[config.mk]
export PLATFORM = sky130hd
export DESIGN_NAME = arbitro_escritura_banco_flat
export DESIGN_NICKNAME = d
export VERILOG_FILES = /design/src/rtl/arbitro_escritura_banco_if.sv /design/src/rtl/arbitro_escritura_banco.sv /design/src/flat_wrapper.sv
export SDC_FILE = /design/constraint.sdc
export NUM_CORES = 1
export LEC_CHECK = 0
export ABC_AREA = 1
export CORE_AREA = 2 2 89 99
export CTS_BUF_LIST = sky130_fd_sc_hd__clkbuf_4 sky130_fd_sc_hd__clkbuf_8
export CTS_CLUSTER_DIAMETER = 120
export CTS_CLUSTER_SIZE = 30
export DETAILED_ROUTE_END_ITERATION = 8
export DIE_AREA = 0 0 91 101
export GPL_TIMING_DRIVEN = 0
export PLACE_DENSITY = 0.91
export SLEW_MARGIN = 40
export SYNTH_ARGS = -nofsm -noshare
export SYNTH_HDL_FRONTEND = slang
export SYNTH_SLANG_ARGS = --single-unit
[constraint.sdc]
create_clock -name clk -period 3.75 [get_ports clk]
set_clock_uncertainty 0.1 [all_clocks]
set_input_delay 0.75 -clock clk [delete_from_list [all_inputs] [get_ports clk]]
set_output_delay 0.75 -clock clk [all_outputs]
set_load 0.005 [all_outputs]
[src/rtl/arbitro_escritura_banco_if.sv]
// Bundle of the two writeback requesters, the decode reservation/hazard port
// and the registered write port that drives the register bank.
interface arbitro_escritura_banco_if #(
    parameter int DATA_W = 32,
    parameter int ADDR_W = 5
);
    logic              alu_valid;
    logic [ADDR_W-1:0] alu_dir;
    logic [DATA_W-1:0] alu_dato;
    logic              alu_ready;

    logic              mem_valid;
    logic [ADDR_W-1:0] mem_dir;
    logic [DATA_W-1:0] mem_dato;
    logic              mem_ready;

    logic              res_valid;
    logic [ADDR_W-1:0] res_dir;
    logic [ADDR_W-1:0] RA1;
    logic [ADDR_W-1:0] RA2;
    logic              stall;

    logic              RegWrite;
    logic [ADDR_W-1:0] Dir;
    logic [DATA_W-1:0] Di;

    modport slave (
        input  alu_valid, alu_dir, alu_dato,
        input  mem_valid, mem_dir, mem_dato,
        input  res_valid, res_dir, RA1, RA2,
        output alu_ready, mem_ready, stall,
        output RegWrite, Dir, Di
    );

    modport master (
        output alu_valid, alu_dir, alu_dato,
        output mem_valid, mem_dir, mem_dato,
        output res_valid, res_dir, RA1, RA2,
        input  alu_ready, mem_ready, stall,
        input  RegWrite, Dir, Di
    );
endinterface

[src/rtl/arbitro_escritura_banco.sv]
// Round-robin arbiter for the single register-bank write port (ALU vs load),
// plus a per-register busy scoreboard that drives the decode stall.
module arbitro_escritura_banco #(
    parameter int DATA_W = 32,
    parameter int ADDR_W = 5,
    parameter int NREG   = 2**ADDR_W
) (
    input  logic                    clk,
    input  logic                    rst,
    arbitro_escritura_banco_if.slave bus
);

    typedef enum logic {
        PRIO_ALU = 1'b0,
        PRIO_MEM = 1'b1
    } prio_t;

    prio_t             r_prio;
    prio_t             w_prio_next;
    logic              w_alu_grant;
    logic              w_mem_grant;
    logic [ADDR_W-1:0] w_wr_dir;
    logic [DATA_W-1:0] w_wr_dato;

    logic              r_regwrite;
    logic [ADDR_W-1:0] r_dir;
    logic [DATA_W-1:0] r_di;

    logic [NREG-1:0]   r_busy;
    logic [NREG-1:0]   w_busy_next;

    // NOTE: every always_comb output gets a default first so no path can infer a latch.
    always_comb begin
        w_alu_grant = 1'b0;
        w_mem_grant = 1'b0;
        w_prio_next = r_prio;
        if (!rst) begin
            if (bus.alu_valid && (!bus.mem_valid || r_prio == PRIO_ALU)) begin
                w_alu_grant = 1'b1;
                w_prio_next = PRIO_MEM;
            end else if (bus.mem_valid) begin
                w_mem_grant = 1'b1;
                w_prio_next = PRIO_ALU;
            end
        end
    end

    // NOTE: state registers use non-blocking assignments so all flops update together.
    always_ff @(posedge clk) begin
        if (rst) begin
            r_prio <= PRIO_ALU;
        end else begin
            r_prio <= w_prio_next;
        end
    end

    always_comb begin
        w_wr_dir  = bus.alu_dir;
        w_wr_dato = bus.alu_dato;
        if (w_mem_grant) begin
            w_wr_dir  = bus.mem_dir;
            w_wr_dato = bus.mem_dato;
        end
    end

    // Dir/Di only load on a grant and hold otherwise; RegWrite is a one-cycle pulse.
    always_ff @(posedge clk) begin
        if (rst) begin
            r_regwrite <= 1'b0;
            r_dir      <= '0;
            r_di       <= '0;
        end else begin
            r_regwrite <= w_alu_grant | w_mem_grant;
            if (w_alu_grant || w_mem_grant) begin
                r_dir <= w_wr_dir;
                r_di  <= w_wr_dato;
            end
        end
    end

    // Clear first, then set: a same-edge reservation of the written register wins.
    always_comb begin
        w_busy_next = r_busy;
        if (w_alu_grant || w_mem_grant) begin
            w_busy_next[w_wr_dir] = 1'b0;
        end
        if (bus.res_valid) begin
            w_busy_next[bus.res_dir] = 1'b1;
        end
    end

    always_ff @(posedge clk) begin
        if (rst) begin
            r_busy <= '0;
        end else begin
            r_busy <= w_busy_next;
        end
    end

    assign bus.alu_ready = w_alu_grant;
    assign bus.mem_ready = w_mem_grant;
    assign bus.stall     = r_busy[bus.RA1] | r_busy[bus.RA2];
    assign bus.RegWrite  = r_regwrite;
    assign bus.Dir       = r_dir;
    assign bus.Di        = r_di;

endmodule

[src/flat_wrapper.sv]
// flat-port wrapper written by rule: the top's interface ports become plain ports
module arbitro_escritura_banco_flat 
#(
    parameter int DATA_W = 32,
    parameter int ADDR_W = 5,
    parameter int NREG   = 2**ADDR_W
)
  (clk, rst, bus_alu_valid, bus_alu_dir, bus_alu_dato, bus_mem_valid, bus_mem_dir, bus_mem_dato, bus_res_valid, bus_res_dir, bus_RA1, bus_RA2, bus_alu_ready, bus_mem_ready, bus_stall, bus_RegWrite, bus_Dir, bus_Di);
  arbitro_escritura_banco_if #(.DATA_W(DATA_W), .ADDR_W(ADDR_W)) bus_i ();
  input  logic clk;
  input  logic rst;
  input wire logic [$bits(bus_i.alu_valid)-1:0] bus_alu_valid;
  input wire logic [$bits(bus_i.alu_dir)-1:0] bus_alu_dir;
  input wire logic [$bits(bus_i.alu_dato)-1:0] bus_alu_dato;
  input wire logic [$bits(bus_i.mem_valid)-1:0] bus_mem_valid;
  input wire logic [$bits(bus_i.mem_dir)-1:0] bus_mem_dir;
  input wire logic [$bits(bus_i.mem_dato)-1:0] bus_mem_dato;
  input wire logic [$bits(bus_i.res_valid)-1:0] bus_res_valid;
  input wire logic [$bits(bus_i.res_dir)-1:0] bus_res_dir;
  input wire logic [$bits(bus_i.RA1)-1:0] bus_RA1;
  input wire logic [$bits(bus_i.RA2)-1:0] bus_RA2;
  output wire logic [$bits(bus_i.alu_ready)-1:0] bus_alu_ready;
  output wire logic [$bits(bus_i.mem_ready)-1:0] bus_mem_ready;
  output wire logic [$bits(bus_i.stall)-1:0] bus_stall;
  output wire logic [$bits(bus_i.RegWrite)-1:0] bus_RegWrite;
  output wire logic [$bits(bus_i.Dir)-1:0] bus_Dir;
  output wire logic [$bits(bus_i.Di)-1:0] bus_Di;
  assign bus_i.alu_valid = bus_alu_valid;
  assign bus_i.alu_dir = bus_alu_dir;
  assign bus_i.alu_dato = bus_alu_dato;
  assign bus_i.mem_valid = bus_mem_valid;
  assign bus_i.mem_dir = bus_mem_dir;
  assign bus_i.mem_dato = bus_mem_dato;
  assign bus_i.res_valid = bus_res_valid;
  assign bus_i.res_dir = bus_res_dir;
  assign bus_i.RA1 = bus_RA1;
  assign bus_i.RA2 = bus_RA2;
  assign bus_alu_ready = bus_i.alu_ready;
  assign bus_mem_ready = bus_i.mem_ready;
  assign bus_stall = bus_i.stall;
  assign bus_RegWrite = bus_i.RegWrite;
  assign bus_Dir = bus_i.Dir;
  assign bus_Di = bus_i.Di;
  arbitro_escritura_banco #(.DATA_W(DATA_W), .ADDR_W(ADDR_W), .NREG(NREG)) u_core (.clk(clk), .rst(rst), .bus(bus_i));
endmodule
### Word-level counts from Yosys, hierarchy flattened

Cells that the tools add are included.

| word-level totals | value |
|---|---|
| bits in registers | 71 |
| bits of input ports | 94 |
| output and inout bits | 41 |
| word-level logic and storage cells | 43 |

| cells by class | value |
|---|---|
| order comparisons | 6 |
| muxes and demuxes | 19 |
| bitwise operators | 6 |
| reduce and logical (&&, ||, !) cells | 7 |

Operators with widths:

| kind | number |
|---|---|
| 32-bit 2-to-1 mux | 3 |
| 32-bit bitwise AND | 1 |
| 32-bit inverter | 1 |
| 32-bit OR | 1 |
| 5-bit by 6-bit < comparator with 1-bit output, second input constant | 4 |
| 1-bit 2-to-1 mux | 11 |
| 1-bit binary-select mux with 5-bit select | 2 |
| 1-bit demux with 5-bit select | 2 |
| 5-bit by 1-bit >= comparator with 1-bit output, second input constant | 2 |
| 5-bit 2-to-1 mux | 1 |
| 1-bit logical AND | 3 |
| 1-bit logical OR | 2 |
| 1-bit OR | 2 |
| 2-bit nonzero test | 1 |
| 1-bit logical NOT | 1 |
| 1-bit inverter | 1 |

### Longest topological paths before layout

| logic depth | value |
|---|---|
| depth in word-level cells | 15 |
| depth in mapped cells | 11 |
| gate-level depth less buffers | 10 |

### Worst setup path before layout

OpenSTA, ideal clock, no wires.

| timing path | value |
|---|---|
| kind | in2out |
| start point | input port bus_RA2[0] |
| end point | output port bus_stall |
| data arrival time | 1.665 ns |
| data required time | 2.900 ns |
| path slack | 1.235 ns |
| cell stages on the path | 11 |
| path buffers | 2 |
| cell sequence | buf_2 -> inv_1 -> buf_2 -> nand2_1 -> nand3_1 -> nand3_1 -> nand2_1 -> nand2_1 -> nand3_1 -> nand2_1 -> nand2_1 |

| between the ends | value |
|---|---|
| word-level cells in the longest chain between the ends | 3 |

RTL lines:

| item | line | text |
|---|---|---|
| start: declaration | flat_wrapper.sv:21 | `input wire logic [$bits(bus_i.RA2)-1:0] bus_RA2;` |
| 1-bit binary-select mux with 5-bit select | arbitro_escritura_banco.sv:102 | `assign bus.stall = r_busy[bus.RA1] \| r_busy[bus.RA2];` |
| 1-bit 2-to-1 mux (implied by the code) | arbitro_escritura_banco.sv:102 |  |
| 1-bit OR | arbitro_escritura_banco.sv:102 |  |
| end: declaration | flat_wrapper.sv:24 | `output wire logic [$bits(bus_i.stall)-1:0] bus_stall;` |

No other way between the ends. The select of a mux whose other input is x is not followed.

### Worst setup path in the final report

| timing path | value |
|---|---|
| start point | input port bus_mem_valid |
| end point | output port bus_mem_ready |

| between the ends | value |
|---|---|
| word-level cells in the longest chain between the ends | 5 |
| elaborated cells on any way between the ends | 6 |
| those cells by class | mux (3); reduce/logical (3) |

RTL lines:

| item | line | text |
|---|---|---|
| start: declaration | flat_wrapper.sv:15 | `input wire logic [$bits(bus_i.mem_valid)-1:0] bus_mem_valid;` |
| 1-bit logical NOT | arbitro_escritura_banco.sv:38 | `if (bus.alu_valid && (!bus.mem_valid \|\| r_prio == PRIO_ALU)) begin` |
| 1-bit logical OR | arbitro_escritura_banco.sv:38 |  |
| 1-bit logical AND | arbitro_escritura_banco.sv:38 |  |
| 1-bit 2-to-1 mux (*) | arbitro_escritura_banco.sv:38 |  |
| 1-bit 2-to-1 mux (*) | arbitro_escritura_banco.sv:37 | `if (!rst) begin` |
| end: declaration | flat_wrapper.sv:23 | `output wire logic [$bits(bus_i.mem_ready)-1:0] bus_mem_ready;` |

Every way passes the cells marked *; elsewhere a longest branch is shown, timed or not.

==> reports/results.tsv <==
metric	value	unit
CTS tree	built	
initial antenna violation count	0	
worst hold path startpoint	u_core.r_busy[16]	
vias in the first global route	4843	
final net count	837	
part of the power in the clock network	30.1	%
drt pass-1 iters	5	
Pleak	2.20	nW
total number of clock tree sinks	71	
Mapped Cells	603	
crit start category	input port	
setup TNS	0	ps
Seq/Total Area, Yosys	34.4	%
Vias/cell	5.54	
post-route cell area	0.00575	sq mm
total wire length	13800	um
CP peak stage delay	550	ps
area of the core	0.00823	sq mm
grt ovf	0	
Final period util	91.8	%
RSZ-0062 raised after global routing	no	
Starting Density	50.2	%
simple-gate share of the synthesized area	40.8	%
Critical Path RT	2900	ps
DR DRC count	0	
crit-path cells	clkdlybuf4s50_1 -> inv_2 -> nor2_8 -> nand2_4 -> inv_2 -> buf_2 -> clkdlybuf4s50_1	
Post-CTS Setup Bufs	0	
Netlist cell types	26	
xor and xnor area share after synthesis	0	%
Site Rows	35	
Worst EP arrival	2590	ps
Inst Count DP	843	
Total Die Area	0.00919	sq mm
Worst Hold Class	register to register	
layout cells sized above 1	14.0	%
FF+latch count, synth	71	
Wirelength per Cell	16.0	um
Max Cap Viol	0	
PD cells	331	mW/mm^2
Starting DRT DRC Count	418	
H-tree levels	3	
Sw Share	29.7	%
yosys warns	0	
maximum clock rate	290	MHz
crit path kind	input port to primary output	
reg2reg path depth	9	
all-layer global routing usage	30.3	%
HPWL after DPL	10400	um
cell area after synthesis	0.00413	sq mm
Hold Path Depth	2	
RePlAce Congestion	0.900	
Slew @ Worst Pin	748	ps
worst skew pair latency	350	ps
IO Count	135	
die span in y	101	um
area of placed instances	0.00557	sq mm
Fillers	661	
CTS resizes	0	
I/O Buffers	129	
Final ANT Viol Nets	0	
CTS hold repair buffers	0	
P_sw	0.565	mW
die width	91	um
R2R setup slack	1880	ps
Worst-path clk slew	80	ps
reg2reg end	u_core.r_busy[0]	
Slew HR	50.2	%
Root Buffer	clkbuf_8	
Inserted Diodes	0	
final setup fails	0	
mux share of post-synthesis cell area	0	%
hold worst-path end	u_core.r_busy[16]	
Hold Vio Cnt, Final	0	
fin. max-slew vios	0	
final worst path period need	3440	ps
worst hold slack	383	ps
CTS Buffer Depth	2	
Post-Layout Cell Count	859	
Compound-Gate Fraction of Synth Area	17.5	%
r2r startpoint	u_core.r_prio	
Mean Syn Cell Area	6.85	sq um
sequential share of power	43.4	%
critical path endpoint category	primary output	
Worst VDD drop	0.238	mV
TritonCTS Buffers	9	
Post-Synth Adder-Cell Area	0	%
largest family of logic cells by synthesized area	simple AND/OR/NAND/NOR gates	
via count	4755	
synthesized net count	697	
largest net degree at the start of global routing	12	
status	finished, final reports clean	
Comb pwr share	26.5	%
worst-path fanout max	10	
internal power	1.34	mW
first-pass GRT wire length	22100	um
Synth-to-Final Area Change	39.2	%
critical path's slowest cell	clkdlybuf4s50_1	
[registers in the layout (all words and copies together), names as in the netlist]
name	count
u_core.r_busy	32
u_core.bus.Dir	5
u_core.bus.RegWrite	1
u_core.bus.Di	32
u_core.r_prio	1
[cells by family after synthesis]
logic type | after synthesis
buffers and inverters | 59
and+or+nand+nor | 398
AOI/OAI and AO/OA | 75
DFF | 71
[final cells by class]
cell class                 count  area (sq um)  area share, %
multi-input combinational    473          2420           42.0
sequential                    71          1420           24.7
timing repair buffer         129          1290           22.4
buffer                        31           195           3.39
clock buffer                  13           166           2.89
tap                          111           139           2.41
inverter                      28           105           1.83
clock inverter                 3          17.5          0.305
[cell usage after synthesis (all sizes together)]
library cell | number | area, sq um
nand2 | 271 | 1050
dfxtp | 71 | 1420
nor2 | 64 | 297
nand3 | 49 | 250
a21oi | 33 | 165
a311oi | 32 | 480
inv | 28 | 105
buf | 22 | 161
clkbuf | 9 | 33.8
nor3 | 9 | 45.0
o21ai | 6 | 33.8
a211oi | 3 | 37.5
nand3b | 3 | 22.5
and2 | 1 | 7.51
nor3b | 1 | 12.5
o31ai | 1 | 7.51
[worst max-delay path by stage]
stage	startpoint	endpoint	slack, ps	depth (start not counted)
after floorplan	bus_RA2[0]	bus_stall	1240	11
after global placement	bus_mem_valid	bus_mem_ready	370	7
after detailed placement	bus_mem_valid	bus_mem_ready	350	7
after CTS	bus_mem_valid	bus_mem_ready	340	7
after global routing	bus_mem_valid	bus_mem_ready	250	7
final	bus_mem_valid	bus_mem_ready	310	7
[metrics by stage]
step | power (mW) | util [%] | setup WS [ps]
2_1_floorplan | 1.09 | - | 1240
3_3_place_gp | 1.32 | 67.6 | 371
3_5_place_dp | 1.34 | 67.6 | 348
4_1_cts | 1.90 | 69.9 | 338
5_1_grt | 1.98 | 69.9 | 248
6_report | 1.90 | 69.9 | 307
[critical path: cells and delay by family]
| kind | cells | cell delay [ps] |
|---|---|---|
| and+or+nand+nor | 2 | 250 |
| buffers and inverters | 5 | 1580 |
[power by group through the flow]
stage / Sequential (mW) / Combinational, mW / Clock [mW]
5_1_grt: 0.830 / 0.542 / 0.606
3_5_place_dp: 0.840 / 0.495 / 0
4_1_cts: 0.825 / 0.501 / 0.570
3_3_place_gp: 0.839 / 0.480 / 0
2_1_floorplan: 0.840 / 0.248 / 0
6_report: 0.826 / 0.504 / 0.572
[layer usage]
layer  global-route usage [%]  part of all wire [%]
met1                     30.5                    36
met2                     55.7                    50
met3                     7.85                   9.4
met4                     19.5                   4.6
met5                        0                     0
[cell usage in the layout, fill, tap and decap left out]
cell | synthesis | routed
a211oi_2 | 3 | 3
a21oi_1 | 33 | 33
a311oi_2 | 32 | 32
and2_2 | 1 | 1
buf_2 | 12 | 12
buf_4 | 3 | 3
buf_6 | 7 | 7
clkbuf_1 | 9 | 9
clkbuf_4 | 0 | 2
clkbuf_8 | 0 | 11
clkdlybuf4s50_1 | 0 | 129
clkinv_2 | 0 | 2
clkinvlp_4 | 0 | 1
dfxtp_1 | 71 | 71
inv_1 | 26 | 26
inv_2 | 2 | 2
nand2_1 | 259 | 259
nand2_2 | 11 | 11
nand2_4 | 1 | 1
nand3_1 | 48 | 48
nand3_2 | 1 | 1
nand3b_1 | 3 | 3
nor2_1 | 51 | 51
nor2_2 | 10 | 10
nor2_4 | 2 | 2
nor2_8 | 1 | 1
nor3_1 | 9 | 8
nor3_2 | 0 | 1
nor3b_2 | 1 | 1
o21ai_0 | 5 | 5
o21ai_2 | 1 | 1
o31ai_1 | 1 | 1
Power figures use the tool's default switching activity.
